$ cat config.mk
export PLATFORM = sky130hd
export DESIGN_NAME = uart_tx
export DESIGN_NICKNAME = d
export VERILOG_FILES = /design/src/rtl/uart_tx.sv
export SDC_FILE = /design/constraint.sdc
export NUM_CORES = 1
export LEC_CHECK = 0
export BUFFER_PORTS_ARGS = -buffer_cell sky130_fd_sc_hd__buf_2
export CAP_MARGIN = 20
export CORE_MARGIN = 2
export CORE_UTILIZATION = 52
export DETAILED_ROUTE_END_ITERATION = 8
export PLACE_DENSITY_LB_ADDON = 0.15
export REMOVE_ABC_BUFFERS = 1
export SETUP_SLACK_MARGIN = 0.4
export SLEW_MARGIN = 20
export SYNTH_ARGS = -nofsm -noshare
export SYNTH_HDL_FRONTEND = slang
export SYNTH_SLANG_ARGS = --single-unit
$ cat constraint.sdc
create_clock -name Clk -period 1.9 [get_ports Clk]
set_clock_uncertainty 0.15 [all_clocks]
set_input_delay 0.38 -clock Clk [delete_from_list [all_inputs] [get_ports Clk]]
set_output_delay 0.38 -clock Clk [all_outputs]
set_load 0.01 [all_outputs]
$ cat src/rtl/uart_tx.sv
// UART transmitter: valid/ready byte intake, LSB-first serialisation with start/stop framing.
// Optional even-parity bit after the data bits is enabled by defining UART_TX_PARITY_EN.
module uart_tx #(
  parameter int unsigned N            = 8,
  parameter int unsigned CLKS_PER_BIT = 434,
  parameter int unsigned STOP_BITS    = 1
) (
  input  logic         Clk,
  input  logic         Reset,
  input  logic         Valid,
  input  logic [N-1:0] Data,
  output logic         Ready,
  output logic         Busy,
  output logic         Tx
);

  localparam int unsigned BW = (CLKS_PER_BIT > 1) ? $clog2(CLKS_PER_BIT) : 1;
  localparam int unsigned CW = $clog2(N + STOP_BITS + 1);

  typedef enum logic [2:0] {
    IDLE,
    START,
    DATA,
`ifdef UART_TX_PARITY_EN
    PARITY,
`endif
    STOP
  } state_t;

  state_t         state_q, state_d;
  logic [BW-1:0]  baud_q, baud_d;
  logic [CW-1:0]  bit_q, bit_d;
  logic [N-1:0]   shreg_q, shreg_d;
  logic           tx_q, tx_d;
  logic           baud_term;
`ifdef UART_TX_PARITY_EN
  logic           par_q, par_d;
`endif

  assign baud_term = (baud_q == BW'(CLKS_PER_BIT - 1));

  always_comb begin
    state_d = state_q;
    baud_d  = baud_q;
    bit_d   = bit_q;
    shreg_d = shreg_q;
    tx_d    = tx_q;
`ifdef UART_TX_PARITY_EN
    par_d   = par_q;
`endif
    unique case (state_q)
      IDLE: begin
        tx_d = 1'b1;
        if (Valid) begin
          shreg_d = Data;
          state_d = START;
          tx_d    = 1'b0;
          baud_d  = '0;
          bit_d   = '0;
`ifdef UART_TX_PARITY_EN
          par_d   = ^Data;
`endif
        end
      end
      START: begin
        if (baud_term) begin
          baud_d  = '0;
          bit_d   = '0;
          state_d = DATA;
          tx_d    = shreg_q[0];
        end else begin
          baud_d = baud_q + 1'b1;
        end
      end
      DATA: begin
        if (baud_term) begin
          baud_d = '0;
          if (bit_q == CW'(N - 1)) begin
            bit_d = '0;
`ifdef UART_TX_PARITY_EN
            state_d = PARITY;
            tx_d    = par_q;
`else
            state_d = STOP;
            tx_d    = 1'b1;
`endif
          end else begin
            // The next data bit is bit 0 of the freshly shifted register.
            shreg_d = shreg_q >> 1;
            tx_d    = shreg_d[0];
            bit_d   = bit_q + 1'b1;
          end
        end else begin
          baud_d = baud_q + 1'b1;
        end
      end
`ifdef UART_TX_PARITY_EN
      PARITY: begin
        if (baud_term) begin
          baud_d  = '0;
          bit_d   = '0;
          state_d = STOP;
          tx_d    = 1'b1;
        end else begin
          baud_d = baud_q + 1'b1;
        end
      end
`endif
      STOP: begin
        tx_d = 1'b1;
        if (baud_term) begin
          baud_d = '0;
          // Bit counter is reused to count stop bits.
          if (bit_q == CW'(STOP_BITS - 1)) begin
            bit_d   = '0;
            state_d = IDLE;
          end else begin
            bit_d = bit_q + 1'b1;
          end
        end else begin
          baud_d = baud_q + 1'b1;
        end
      end
      default: begin
        state_d = IDLE;
        tx_d    = 1'b1;
      end
    endcase
  end

  always_ff @(posedge Clk) begin
    if (Reset) begin
      state_q <= IDLE;
      baud_q  <= '0;
      bit_q   <= '0;
      shreg_q <= '0;
      tx_q    <= 1'b1;
`ifdef UART_TX_PARITY_EN
      par_q   <= 1'b0;
`endif
    end else begin
      state_q <= state_d;
      baud_q  <= baud_d;
      bit_q   <= bit_d;
      shreg_q <= shreg_d;
      tx_q    <= tx_d;
`ifdef UART_TX_PARITY_EN
      par_q   <= par_d;
`endif
    end
  end

  assign Ready = (state_q == IDLE) && !Reset;
  assign Busy  = (state_q != IDLE);
  assign Tx    = tx_q;

endmodule

# Word level (Yosys, flattened, before mapping)
# Cells that the tools add are included.
op_classes:
  n_addsub: 2
  n_eq_ne: 12
  n_mux: 26
  reduce_logical: 14
op_table:
  columns: ["operator", "n"]
  rows:
  - ["two-way mux 4 bit", 6]
  - ["two-way mux 8 bit", 3]
  - ["two-way mux 3 bit", 6]
  - ["two-way mux 9 bit", 2]
  - ["case mux 9 bit (2 select lines)", 1]
  - ["case mux 4 bit (4 select lines)", 1]
  - ["case mux 8 bit (2 select lines)", 1]
  - ["!= test 2 bit, second input constant", 7]
  - ["case mux 3 bit (4 select lines)", 1]
  - ["adder 9 x 1 -> 9 bit, second input constant", 1]
  - ["equality test 9 bit, second input constant", 1]
  - ["equality test 3 x 2 -> 1 bit, second input constant", 2]
  - ["AND reduction 6 bit", 1]
  - ["AND reduction 5 bit", 1]
  - ["adder 4 x 1 -> 4 bit, second input constant", 1]
  - ["equality test 4 x 3 -> 1 bit, second input constant", 1]
  - ["logical NOT 4 bit", 1]
  - ["two-way mux 1 bit", 4]
  - ["AND reduction 2 bit", 2]
  - ["AND reduction 4 bit", 1]
  - ["nonzero test 2 bit", 2]
  - ["nonzero test 4 bit", 1]
  - ["equality test 3 x 1 -> 1 bit, second input constant", 1]
  - ["logical NOT 3 bit", 1]
  - ["5 further kinds", 5]
totals:
  ff_bits: 25
  inputBits: 11
  output_inout_bits: 3

# Logic depth before layout (Yosys ltp)
# Gate-level depths: netlist of the first run.
logic_depth:
  word_depth: 4
  ltp_mapped: 8

# Worst setup path after synthesis of the first run
# No wires, ideal clock.
synth_path:
  path_type: "reg2reg"
  start: "register state_q[0]"
  end: "register state_q[0]"
  setup_time_ps: 135
  arrival_ps: 1608
  t_required_ps: 1615
  setup_slack_ps: 7
  path_stages_with_launch: 8
  path_buffers: 1
  synth_period_minus_slack_ps: 1893
  path_cell_list: "dfxtp_1 > inv_1 > ha_1 > buf_6 > nor4b_1 > nor3_1 > o311ai_0 > o41ai_1"
synth_via:
  elab_chain_cells: 3
  word_cells_on_any_way: 12
  cone_classes: "eq/ne (9); mux (1); reduce/logical (2)"
synth_rtl:
  columns: ["item", "line_no", "source"]
  rows:
  - ["start: declaration", "30", "state_t state_q, state_d;"]
  - ["start signal: assignment", "142", "state_q <= state_d;"]
  - ["equality test 3 x 2 -> 1 bit, or another cell as far along", "51", "unique case (state_q)"]
  - ["!= test 2 bit (no line)", null, null]
  - ["AND reduction 6 bit (no line)", null, null]
# Several ways; a longest one is shown, not always the timed one.
# A chain may end at the register's enable or synchronous reset.

# Worst setup path after layout of the first run
layout_path:
  start: "register state_q[1]"
  end: "register tx_q (netlist: Tx)"
layout_via:
  elab_chain_cells: 3
  word_cells_on_any_way: 7
  cone_classes: "eq/ne (4); mux (1); reduce/logical (2)"
layout_rtl:
  columns: ["item", "line_no", "source"]
  rows:
  - ["equality test 3 x 1 -> 1 bit or equality test 3 x 2 -> 1 bit (tied branches)", "51", null]
  - ["!= test 2 bit (no line)", null, null]
  - ["AND reduction 2 bit (no line)", null, null]
  - ["end signal: assignment", "146", "tx_q <= tx_d;"]
  - ["end: declaration", "34", "logic tx_q, tx_d;"]
# Several ways; a longest one is shown, not always the timed one.

==> results of run 1 <==
layout by cell type (no fill, tap or decap), types with 2 or more instances in the layout:
cell type   n
nand3_1     4
a21oi_1    10
dfxtp_1    19
nor3_4      3
buf_6      14
inv_4       2
mux2i_1     8
o21ai_2     5
buf_4      35
buf_2      12
o21ai_1     2
a21oi_2     9
a211oi_2    2
nor2_1      9
nor3_1      2
o31ai_1     2
dfxtp_2     4
or3_1       3
nor4b_4     2
nor2b_4     3
clkbuf_4    3
nor2b_1     2
or3_4       5
nand2_4     2
o21ai_0     6
inv_1       5
ha_2        3
nand2_1     5
nand4_1     5
a31oi_4     2
ha_4        5
routing by layer:
metal	track usage, %	vias to the layer above	share of wire (%)
li1	-	757	-
met1	35.07	846	41
met2	49.92	82	49
met3	3.401	18	6.7
met4	15.61	0	3.5
met5	0	-	0
synth_stat cells (2+ instances only):
library cell and number:
o31ai_1 3, or3_2 4, buf_6 5, mux2i_1 8, nand3_1 5, nor2_1 10
xnor2_1 2, o21ai_0 14, nor4b_1 2, a21oi_1 20, nand4_1 5, dfxtp_1 24
ha_1 9, nand2b_1 2, a211oi_1 3, nand2_1 7, or4_1 2, a21o_1 2
nor3_1 6, or3_1 4, inv_1 8, nor2b_1 5
registers in the layout (all words and copies together) (netlist names):
name	count
baud_q	9
state_q	2
Tx	1
bit_q	4
shreg_q	8
timing repair:
item,in CTS,in global routing
buffers inserted,9,18
hold endpoints to repair,0,0
gates resized for setup,68,48
endpoints found under the setup margin,26,26
cloned,1,1
pin swaps,26,28
final timing paths:
check | from | end | slack [ns]
setup / recovery | state_q[1] | Tx | -0.008
hold / removal | Data[7] | shreg_q[7] | 0.21
setup reg to reg | state_q[1] | Tx | -0.008
hold reg to reg | shreg_q[7] | shreg_q[7] | 0.34
worst max-delay path: stages, from the launching register on:
cell     delay (ns)
dfxtp_2        0.38
buf_6          0.14
ha_4           0.20
buf_6          0.15
buf_8          0.14
a221o_1        0.34
nor3_2         0.20
o21ai_1        0.09
power breakdown:
| part | switching [mW] | leakage [nW] | internal [mW] |
|---|---|---|---|
| clock network | 0.165 | 0.0210 | 0.117 |
| logic | 1.18 | 0.695 | 1.16 |
| registers | 0.0811 | 0.198 | 0.604 |
metrics by stage:
step	hold WS, ns	power [mW]	util [%]	area (um^2)	TNS, ns
2_1_floorplan	0.2932	1.372	-	1406	-1.448
3_3_place_gp	0.3053	1.743	61.28	1675	-0.4142
3_5_place_dp	0.3195	1.782	61.28	1675	-1.180
4_1_cts	0.1639	2.628	75.93	2076	0
5_1_grt	0.2066	3.435	87.41	2390	-0.1846
6_report	0.2126	3.311	87.41	2390	-0.01412
logic make-up (layout without fill, tap and decap cells):
| kind of cell | after synthesis | count (layout) | synth area share (%) |
|---|---|---|---|
| AND/OR/NAND/NOR | 59 | 60 | 23.75 |
| AO/OA/AOI/OAI | 52 | 53 | 22.14 |
| flip-flops | 24 | 24 | 32.57 |
| buffers and inverters | 15 | 74 | 6.700 |
| adder cells (fa/ha/maj) | 9 | 9 | 7.634 |
| multiplexers | 8 | 8 | 5.429 |
| XOR/XNOR | 3 | 3 | 1.781 |
area by class of cell:
| cell class | instances | area share (%) |
|---|---|---|
| repair buffers | 62 | 20.73 |
| well taps | 31 | 1.623 |
| inverters | 8 | 1.675 |
| flip-flops and latches | 24 | 20.47 |
| multi-input cells | 133 | 53.98 |
| clock buffers | 4 | 1.518 |
==> out/qor.txt, run 1 <==
cell count after synthesis = 170
crit start category = flop
FF+latch count, synth = 24
fill cell count = 133
Inst Count DP = 229
Site Rows = 19
post-synthesis async set-or-reset flop share = 0%
largest cells by area after synthesis = dfxtp_1 (33%), ha_1 (7.6%), a21oi_1 (6.8%)
VDD IR max = 0.001174 V
status = finished with violations
clock-pin slew on the worst setup and hold paths = 0.14 ns
die width = 57.26 um
Post-synth EDFFs = 0
Least-Margin Pin Slew = 0.4478 ns
die height = 57.26 um
Setup CP Type = reg2reg
WP data arrival = 1.96 ns
failing checks = negative setup slack
remaining global-route overflow = 0
Worst slew margin = 70.14%
# port buffers = 13
drt pass-1 iters = 4
Initial Utilization = 53.96%
Residual DRC = 0
Synth Flop Type = dfxtp_1
crit path max fanout = 8
Final setup viols = 3
post-synthesis cell area = 1475 um^2
drt total wl = 5510 um
R2R cell count = 7
Detailed Route Iter0 Violations = 111
DP Worst Slack = -0.1713 ns
Hold Buf Count CTS = 0
Hold Path Class = in2reg
GRT Overall Usage = 28.95%
syn_area_per_cell = 8.677 um^2
PD cells = 1386 nW/um^2
share of layout cells above drive strength 1 = 58.01%
Clock Tree Buf Depth = 2
H-tree level count = 1
warnings from Yosys = 0
Core ar. = 2734 um^2
WL/cell = 21.03 um
# clock sinks = 24
# IOs = 14
Vias/cell = 6.500
final hold violation count = 0
RSZ-0062 raised after global routing = true
initial antenna violation count = 0
Final #Nets = 252
area leader, netlist = dfxtp_1
Leak = 0.9142 nW
top cell type's share of synthesized area = 32.57%
gpl congestion = 0.8300
post-layout minimum cycle time = 1.908 ns
Root Driver = clkbuf_4
hold path cells = 3
pin count of the biggest net entering global routing = 21
CTS buffer count = 3
# diodes = 0
Slew Limit Fails = 0
multi-input logic area = 1290 um^2
post-route ant nets = 0
DR vias = 1703
die area = 3279 um^2
post-detail-place hpwl = 2433 um
register area share after synthesis = 32.57%
PnR worst setup slack = -0.007770 ns
period utilisation layout = 100.4%
critical path required time = 1.96 ns
Non-Filler Instances = 262
fmax = 524.2 MHz
clk_lat worst skew = 0.32 ns
global-route wire length before repair = 7279 um
area grow syn2layout = 62.00%
post-synthesis cell type count = 42
max cap viols = 0
CTS tree = done
number of global-route vias before repair = 1546
sequential cell area = 489.2 um^2
CP endpoint kind = flop
Note: power is estimated with default switching activity, not from simulation.
==> run 2, diff against run 1 <==
--- a/config.mk
+++ b/config.mk
@@ -7,7 +7,6 @@
 export LEC_CHECK = 0
 export BUFFER_PORTS_ARGS = -buffer_cell sky130_fd_sc_hd__buf_2
 export CAP_MARGIN = 20
-export CORE_MARGIN = 2
 export CORE_UTILIZATION = 52
 export DETAILED_ROUTE_END_ITERATION = 8
 export PLACE_DENSITY_LB_ADDON = 0.15
==> run 2 against run 1 <==
Worst setup slack improved by 0.021 ns; largest power group unchanged; sequential power increased by 0.7%; fmax rose by 1.1%; critical path type unchanged; global-route usage down 2.5 points; register-to-register slack gained 0.02 ns; non-clock buffer count shrank 10; design area is 7.3% lower; hold slack got worse by 0.064 ns; the run now ends clean; die area down 6.9%.
==> out/qor.txt, run 2 (synthesis gave the netlist of run 1 again) <==
status = finished clean
VDD IR max = 0.001057 V (-10%)
Final #Nets = 241 (-4.4%)
FF-to-FF Start = baud_q[1]
worst hold margin = 0.1487 ns (-0.06385 ns)
total power draw = 3.059 mW (-7.6%)
drt pass-1 iters = 4 (unchanged)
CTS buffer count = 3 (unchanged)
largest registers = baud_q (9), shreg_q (8), bit_q (4)
Slew Limit Fails = 0 (unchanged)
DR vias = 1615 (-5.2%)
initial antenna violation count = 0 (unchanged)
Clock Tree Buf Depth = 2 (unchanged)
Final Core Density = 86.26% (-1.2 points)
WHS Endpoint = shreg_q[7]
Detailed Route Iter0 Violations = 125 (+13%)
fill cell count = 133 (unchanged)
Largest Register = baud_q
Hold Path Class = in2reg
number of global-route vias before repair = 1476 (-4.5%)
# IOs = 14 (unchanged)
max reg flops = 9 (unchanged)
R2R cell count = 7 (unchanged)
area grow syn2layout = 50.13%
hold path cells = 3 (unchanged)
crit path max fanout = 4 (-4)
WP data arrival = 2.02 ns (+0.06 ns)
Vias/cell = 6.460 (-0.62%)
die width = 55.26 um (-3.5%)
Setup CP Type = reg2reg
PD cells = 1381 nW/um^2 (-0.31%)
drt total wl = 5081 um (-7.8%)
Leak = 0.8433 nW (-7.8%)
FF-to-FF End = baud_q[5]
WL/cell = 20.32 um (-3.4%)
share of layout cells above drive strength 1 = 51.82% (-6.2 points)
post-detail-place hpwl = 2515 um (+3.4%)
Root Driver = clkbuf_4
crit start category = flop
die height = 55.26 um (-3.5%)
period utilisation layout = 99.30% (-1.1 points)
die area = 3054 um^2 (-6.9%)
clk_lat worst skew = 0.35 ns (+0.03 ns)
critical path required time = 2.03 ns (+0.07 ns)
Least-Margin Pin Slew = 0.4649 ns (+0.01708 ns)
Initial Utilization = 57.46% (+3.5 points)
CTS tree = done
Hold Startpoint = Data[7]
clock-pin slew on the worst setup and hold paths = 0.14 ns (about the same)
# clock sinks = 24 (unchanged)
commonest non-fill, non-tap cell in the layout = buf_4
# diodes = 0 (unchanged)
max cap viols = 0 (unchanged)
RSZ-0062 raised after global routing = true
DP Worst Slack = -0.1755 ns (-0.004188 ns)
H-tree level count = 1 (unchanged)
Final setup viols = 0 (-3)
gpl congestion = 0.8867 (+6.8%)
fmax = 530.0 MHz (+1.1%)
CP endpoint kind = flop
# port buffers = 13 (unchanged)
remaining global-route overflow = 0 (unchanged)
Worst slew margin = 68.86% (-1.3 points)
Core ar. = 2567 um^2 (-6.1%)
post-layout minimum cycle time = 1.887 ns (-0.02108 ns)
final hold violation count = 0 (unchanged)
GRT Overall Usage = 26.41% (-2.5 points)
global-route wire length before repair = 6575 um (-9.7%)
pin count of the biggest net entering global routing = 17 (-19%)
commonest cells after routing, fill and taps aside = buf_4 (32), dfxtp_1 (18), buf_2 (12), o21ai_0 (11)
Residual DRC = 0 (unchanged)
PnR worst setup slack = 0.01331 ns (+0.02108 ns)
flop-to-flop setup slack = 0.01 ns (+0.02 ns)
Site Rows = 18 (-1)
post-route ant nets = 0 (unchanged)
## run 2: changes by cell type in the layout (fill, tap and decap cells not counted), sizes merged
| cell | before | now |
|---|---|---|
| clkbuf | 4 | 5 |
| buf | 62 | 51 |
| nand2 | 8 | 7 |
## run 2: how the worst max path moves through the flow
stage	start	slack (ns)	end
after global placement	state_q[0]	-0.07	bit_q[3]
after floorplan	state_q[0]	-0.16	shreg_q[0]
after detailed placement	state_q[1]	-0.18	shreg_q[0]
after CTS	state_q[1]	0.05	baud_q[6]
final	baud_q[1]	0.01	baud_q[5]
after global routing	state_q[0]	-0.04	state_q[0]
## run 2: routing by layer
layer  GRT usage, %  vias up  routed length [um]
met3          2.342       20                 255
met4          7.857        0                 164
met2          47.85       73                2544
met5              0        -                   0
li1               -      733                   -
met1          32.99      789                2116
## run 2: area by class of cell
type	count	area, um^2	area share (%)
Timing Repair Buffer	52	407.9	18.42
Multi-Input combinational cell	132	1202	54.29
Clock buffer	4	36.28	1.638
Tap cell	30	37.54	1.695
Inverter	8	37.54	1.695
Sequential cell	24	493.0	22.26
## run 2: worst max-delay path: stages (launching register included)
cell      delay [ns]
dfxtp_2         0.37
inv_2           0.05
ha_4            0.14
and4b_2         0.27
buf_6           0.16
a21oi_2         0.23
a21bo_2         0.26
a211oi_2        0.20
## run 2: what timing repair did
item / CTS / global route
hold buffers: 0 / 0
resized for setup: 46 / 40
setup buffers: 6 / 9
hold endpoints to repair: 0 / 0
gates cloned: 1 / 1
endpoints found under the setup margin: 26 / 26
pin swaps: 12 / 19
## run 2: metrics by stage
stage	instances	cell area, um^2	setup TNS, ns
global placement	229	1682	-0.4266
CTS	240	1957	0
floorplan	163	1406	-1.448
global route	250	2215	-0.1126
finish	250	2215	0
detailed placement	229	1682	-1.550
## run 2: power breakdown
group	internal [mW]	switching [mW]	total [mW]
registers	0.608	0.0823	0.690
clock network	0.118	0.185	0.303
logic	1.03	1.04	2.07
total	1.76	1.30	3.06
==> run 3, diff against run 2 <==
--- a/config.mk
+++ b/config.mk
@@ -7,9 +7,10 @@
 export LEC_CHECK = 0
 export BUFFER_PORTS_ARGS = -buffer_cell sky130_fd_sc_hd__buf_2
 export CAP_MARGIN = 20
-export CORE_UTILIZATION = 52
+export CORE_UTILIZATION = 55
 export DETAILED_ROUTE_END_ITERATION = 8
 export PLACE_DENSITY_LB_ADDON = 0.15
+export RECOVER_POWER = 100
 export REMOVE_ABC_BUFFERS = 1
 export SETUP_SLACK_MARGIN = 0.4
 export SLEW_MARGIN = 20
==> constraint.sdc (replaced) <==
create_clock -name Clk -period 1.88 [get_ports Clk]
set_clock_uncertainty 0.15 [all_clocks]
set_input_delay 0.376 -clock Clk [delete_from_list [all_inputs] [get_ports Clk]]
set_output_delay 0.376 -clock Clk [all_outputs]
set_load 0.01 [all_outputs]
==> run 3 against run 2 <==
The flow now stops in 5_1_grt; synthesized area unchanged; synthesized cell count is the same.
==> out/qor.txt, run 3 <==
post-GRT worst EP = state_q[0]$_SDFFE_PP0P_/D
CTS buffer count = 3 (unchanged)
Placed Area = 1734 um^2 (+3.1%)
cell with the most instances after synthesis = dfxtp_1
Clock Tree Buf Depth = 2 (unchanged)
worst ep type = register input
pin count of the biggest net entering global routing = 21
area leader, netlist = dfxtp_1
cell count after synthesis = 170 (unchanged)
Site Rows = 18 (unchanged)
Post-synth top cells = dfxtp_1 (24), a21oi_1 (20), o21ai_0 (14), nor2_1 (10), ha_1 (9)
register area share after synthesis = 32.57% (unchanged)
failing step = 5_1_grt
die width = 53.79 um (-2.7%)
die height = 53.79 um (-2.7%)
gpl congestion = 0.8938 (+0.80%)
post-synthesis async set-or-reset flop share = 0% (unchanged)
post-detail-place hpwl = 2567 um (+2.0%)
post-synthesis cell area = 1475 um^2 (unchanged)
post-synthesis cell type count = 42 (unchanged)
top cell type's share of synthesized area = 32.57% (unchanged)
status = did not finish
Post-synth EDFFs = 0 (unchanged)
syn_area_per_cell = 8.677 um^2 (unchanged)
# clock sinks = 24 (unchanged)
Root Driver = clkbuf_4
# IOs = 14 (unchanged)
Synth Flop Type = dfxtp_1
tool error = [ERROR DPL-0038] Utilization greater than 100%, impossible to legalize
# port buffers = 13 (unchanged)
FF+latch count, synth = 24 (unchanged)
largest cells by area after synthesis = dfxtp_1 (33%), ha_1 (7.6%), a21oi_1 (6.8%)
H-tree level count = 1 (unchanged)
Initial Utilization = 59.01% (+1.6 points)
warnings from Yosys = 0 (unchanged)
-- run 3: cell counts after synthesis --
No cell type changed its count.
-- run 3: timing repair --
item,4_1_cts
pin swaps,29
gates cloned,1
gates resized for setup,69
setup endpoints to repair,26
hold buffers,0
buffers inserted,11
-- run 3: kinds of logic after synthesis --
logic type                 Yosys count  share of synthesized area (%)
AOI/OAI and AO/OA                   52                          22.14
and+or+nand+nor                     59                          23.75
muxes                                8                          5.429
adders and majority gates            9                          7.634
DFF                                 24                          32.57
xor gates and xnor gates             3                          1.781
buffers and inverters               15                          6.700
-- run 3: stage by stage --
step	cells	hold WS (ns)	utilization [%]	setup slack, ns
2_1_floorplan	163	0.2932	-	-0.1798
3_5_place_dp	236	0.3231	69.37	-0.1824
4_1_cts	252	0.1569	85.24	0.06222
3_3_place_gp	236	0.3070	69.37	-0.04715
==> run 4, diff against run 3 <==
--- a/config.mk
+++ b/config.mk
@@ -7,12 +7,11 @@
 export LEC_CHECK = 0
 export BUFFER_PORTS_ARGS = -buffer_cell sky130_fd_sc_hd__buf_2
 export CAP_MARGIN = 20
-export CORE_UTILIZATION = 55
+export CORE_UTILIZATION = 40
 export DETAILED_ROUTE_END_ITERATION = 8
 export PLACE_DENSITY_LB_ADDON = 0.15
 export RECOVER_POWER = 100
 export REMOVE_ABC_BUFFERS = 1
-export SETUP_SLACK_MARGIN = 0.4
 export SLEW_MARGIN = 20
 export SYNTH_ARGS = -nofsm -noshare
 export SYNTH_HDL_FRONTEND = slang
==> run 4 against run 3 <==
The run now ends clean.
==> out/qor.txt, run 4 (synthesis gave the netlist of run 1 again) <==
status = finished clean
# port buffers = 13 (unchanged)
Non-Filler Instances = 258
Leak = 0.7755 nW
WL/cell = 14.43 um
sequential cell area = 486.7 um^2
Placed Area = 1739 um^2 (+0.29%)
Least-Margin Pin Slew = 0.3451 ns
Finished Cell Area = 2048 um^2
fmax = 532.2 MHz
FF-to-FF Start = state_q[0]
WHS Endpoint = shreg_q[7]
crit start category = flop
fill cell count = 297
Largest Register = baud_q
global-route wire length before repair = 5713 um
DP Worst Slack = -0.1481 ns (+0.03425 ns)
Core ar. = 3442 um^2
area grow syn2layout = 38.85%
RSZ-0062 raised after global routing = true
FF-to-FF End = state_q[0]
multi-input logic area = 1114 um^2
CP delay by family, top = simple AND/OR/NAND/NOR gates
Final setup viols = 0
pin count of the biggest net entering global routing = 16
drt pass-1 iters = 4
drt total wl = 3723 um
max reg flops = 9
R2R cell count = 6
Initial Utilization = 42.86% (-16 points)
Detailed Route Iter0 Violations = 80
H-tree level count = 1 (unchanged)
CTS buffer count = 3 (unchanged)
period utilisation layout = 99.94%
Hold Startpoint = Data[7]
critical path required time = 1.88 ns
Worst slew margin = 76.67%
number of global-route vias before repair = 1319
remaining global-route overflow = 0
gpl congestion = 0.8446 (-5.5%)
Hold Path Class = in2reg
hold path cells = 3
post-detail-place hpwl = 2509 um (-2.3%)
share of layout cells above drive strength 1 = 42.92%
largest registers = baud_q (9), shreg_q (8), bit_q (4)
commonest non-fill, non-tap cell in the layout = buf_4
Final Core Density = 59.51%
WP data arrival = 1.88 ns
commonest cells after routing, fill and taps aside = buf_4 (26), dfxtp_1 (21), o21ai_0 (14), a21oi_1 (12), buf_2 (12)
# IOs = 14 (unchanged)
Residual DRC = 0
DR vias = 1422
Clock Tree Buf Depth = 2 (unchanged)
post-route ant nets = 0
clock-pin slew on the worst setup and hold paths = 0.09 ns
max cap viols = 0
Site Rows = 21 (+3)
worst hold margin = 0.2195 ns
Inst Count DP = 250 (+5.9%)
Worst Path Buf+Inv = 1
clk_lat worst skew = 0.27 ns
CTS tree = done
Vias/cell = 5.512
Slew Limit Fails = 0
slowest cell on the critical path = nor4bb_4
# clock sinks = 24 (unchanged)
Hold Buf Count CTS = 0 (unchanged)
die area = 3935 um^2
die width = 62.73 um (+17%)
Final #Nets = 233
# diodes = 0
CP endpoint kind = flop
max incr delay on CP = 0.36 ns
Root Driver = clkbuf_8
VDD IR max = 0.0007498 V
GRT Overall Usage = 18.15%
crit path max fanout = 6
flop-to-flop setup slack = 0.001 ns
die height = 62.73 um (+17%)
CP Cell Sequence = buf_4, ha_2, nor4bb_4, nor3_4, o311ai_2, o41ai_2
post-layout minimum cycle time = 1.879 ns
setup_tns = 0 ns
PD cells = 1267 nW/um^2
final hold violation count = 0
initial antenna violation count = 0
PnR worst setup slack = 0.001102 ns
Setup CP Type = reg2reg
total power draw = 2.595 mW
## run 4: layer usage
metal / vias to the layer above / global-route usage, % / wire, um
met1: 675 / 23.35 / 1729
met2: 29 / 29.76 / 1800
met5: - / 0 / 0
met3: 6 / 2.372 / 122
li1: 712 / - / -
met4: 0 / 8.721 / 70
## run 4: what timing repair did
action / CTS / global route
setup endpoints to repair: 20 / 17
resized for setup: 23 / 31
setup buffers: 1 / 2
gates cloned: 0 / 1
pin swaps: 2 / 12
## run 4: worst min-delay path, cell delays in order
cell     delay, ns
buf_2         0.10
nand3_1       0.07
a21oi_1       0.06
## run 4: how the worst max path moves through the flow
stage	startpoint	to	slack (ns)	cells past startpoint
6_report	state_q[0]	state_q[0]	0.001	6
3_3_place_gp	state_q[0]	state_q[0]	-0.1	6
3_5_place_dp	state_q[1]	shreg_q[0]	-0.15	6
5_1_grt	state_q[0]	state_q[0]	-0.05	6
2_1_floorplan	state_q[0]	shreg_q[0]	-0.18	6
4_1_cts	state_q[0]	state_q[0]	-0.03	6
## run 4: report_power, final
part | switching [mW] | internal, mW
Sequential | 0.0559 | 0.609
Combinational | 0.813 | 0.762
Clock | 0.167 | 0.187
Total | 1.04 | 1.56
## run 4: final cells by class
cell class	instances	area share [%]
timing repair buffer	44	14.91
inverter	8	1.466
clock buffer	4	2.688
sequential	24	23.76
multi-input combinational	132	54.37
tap	46	2.810
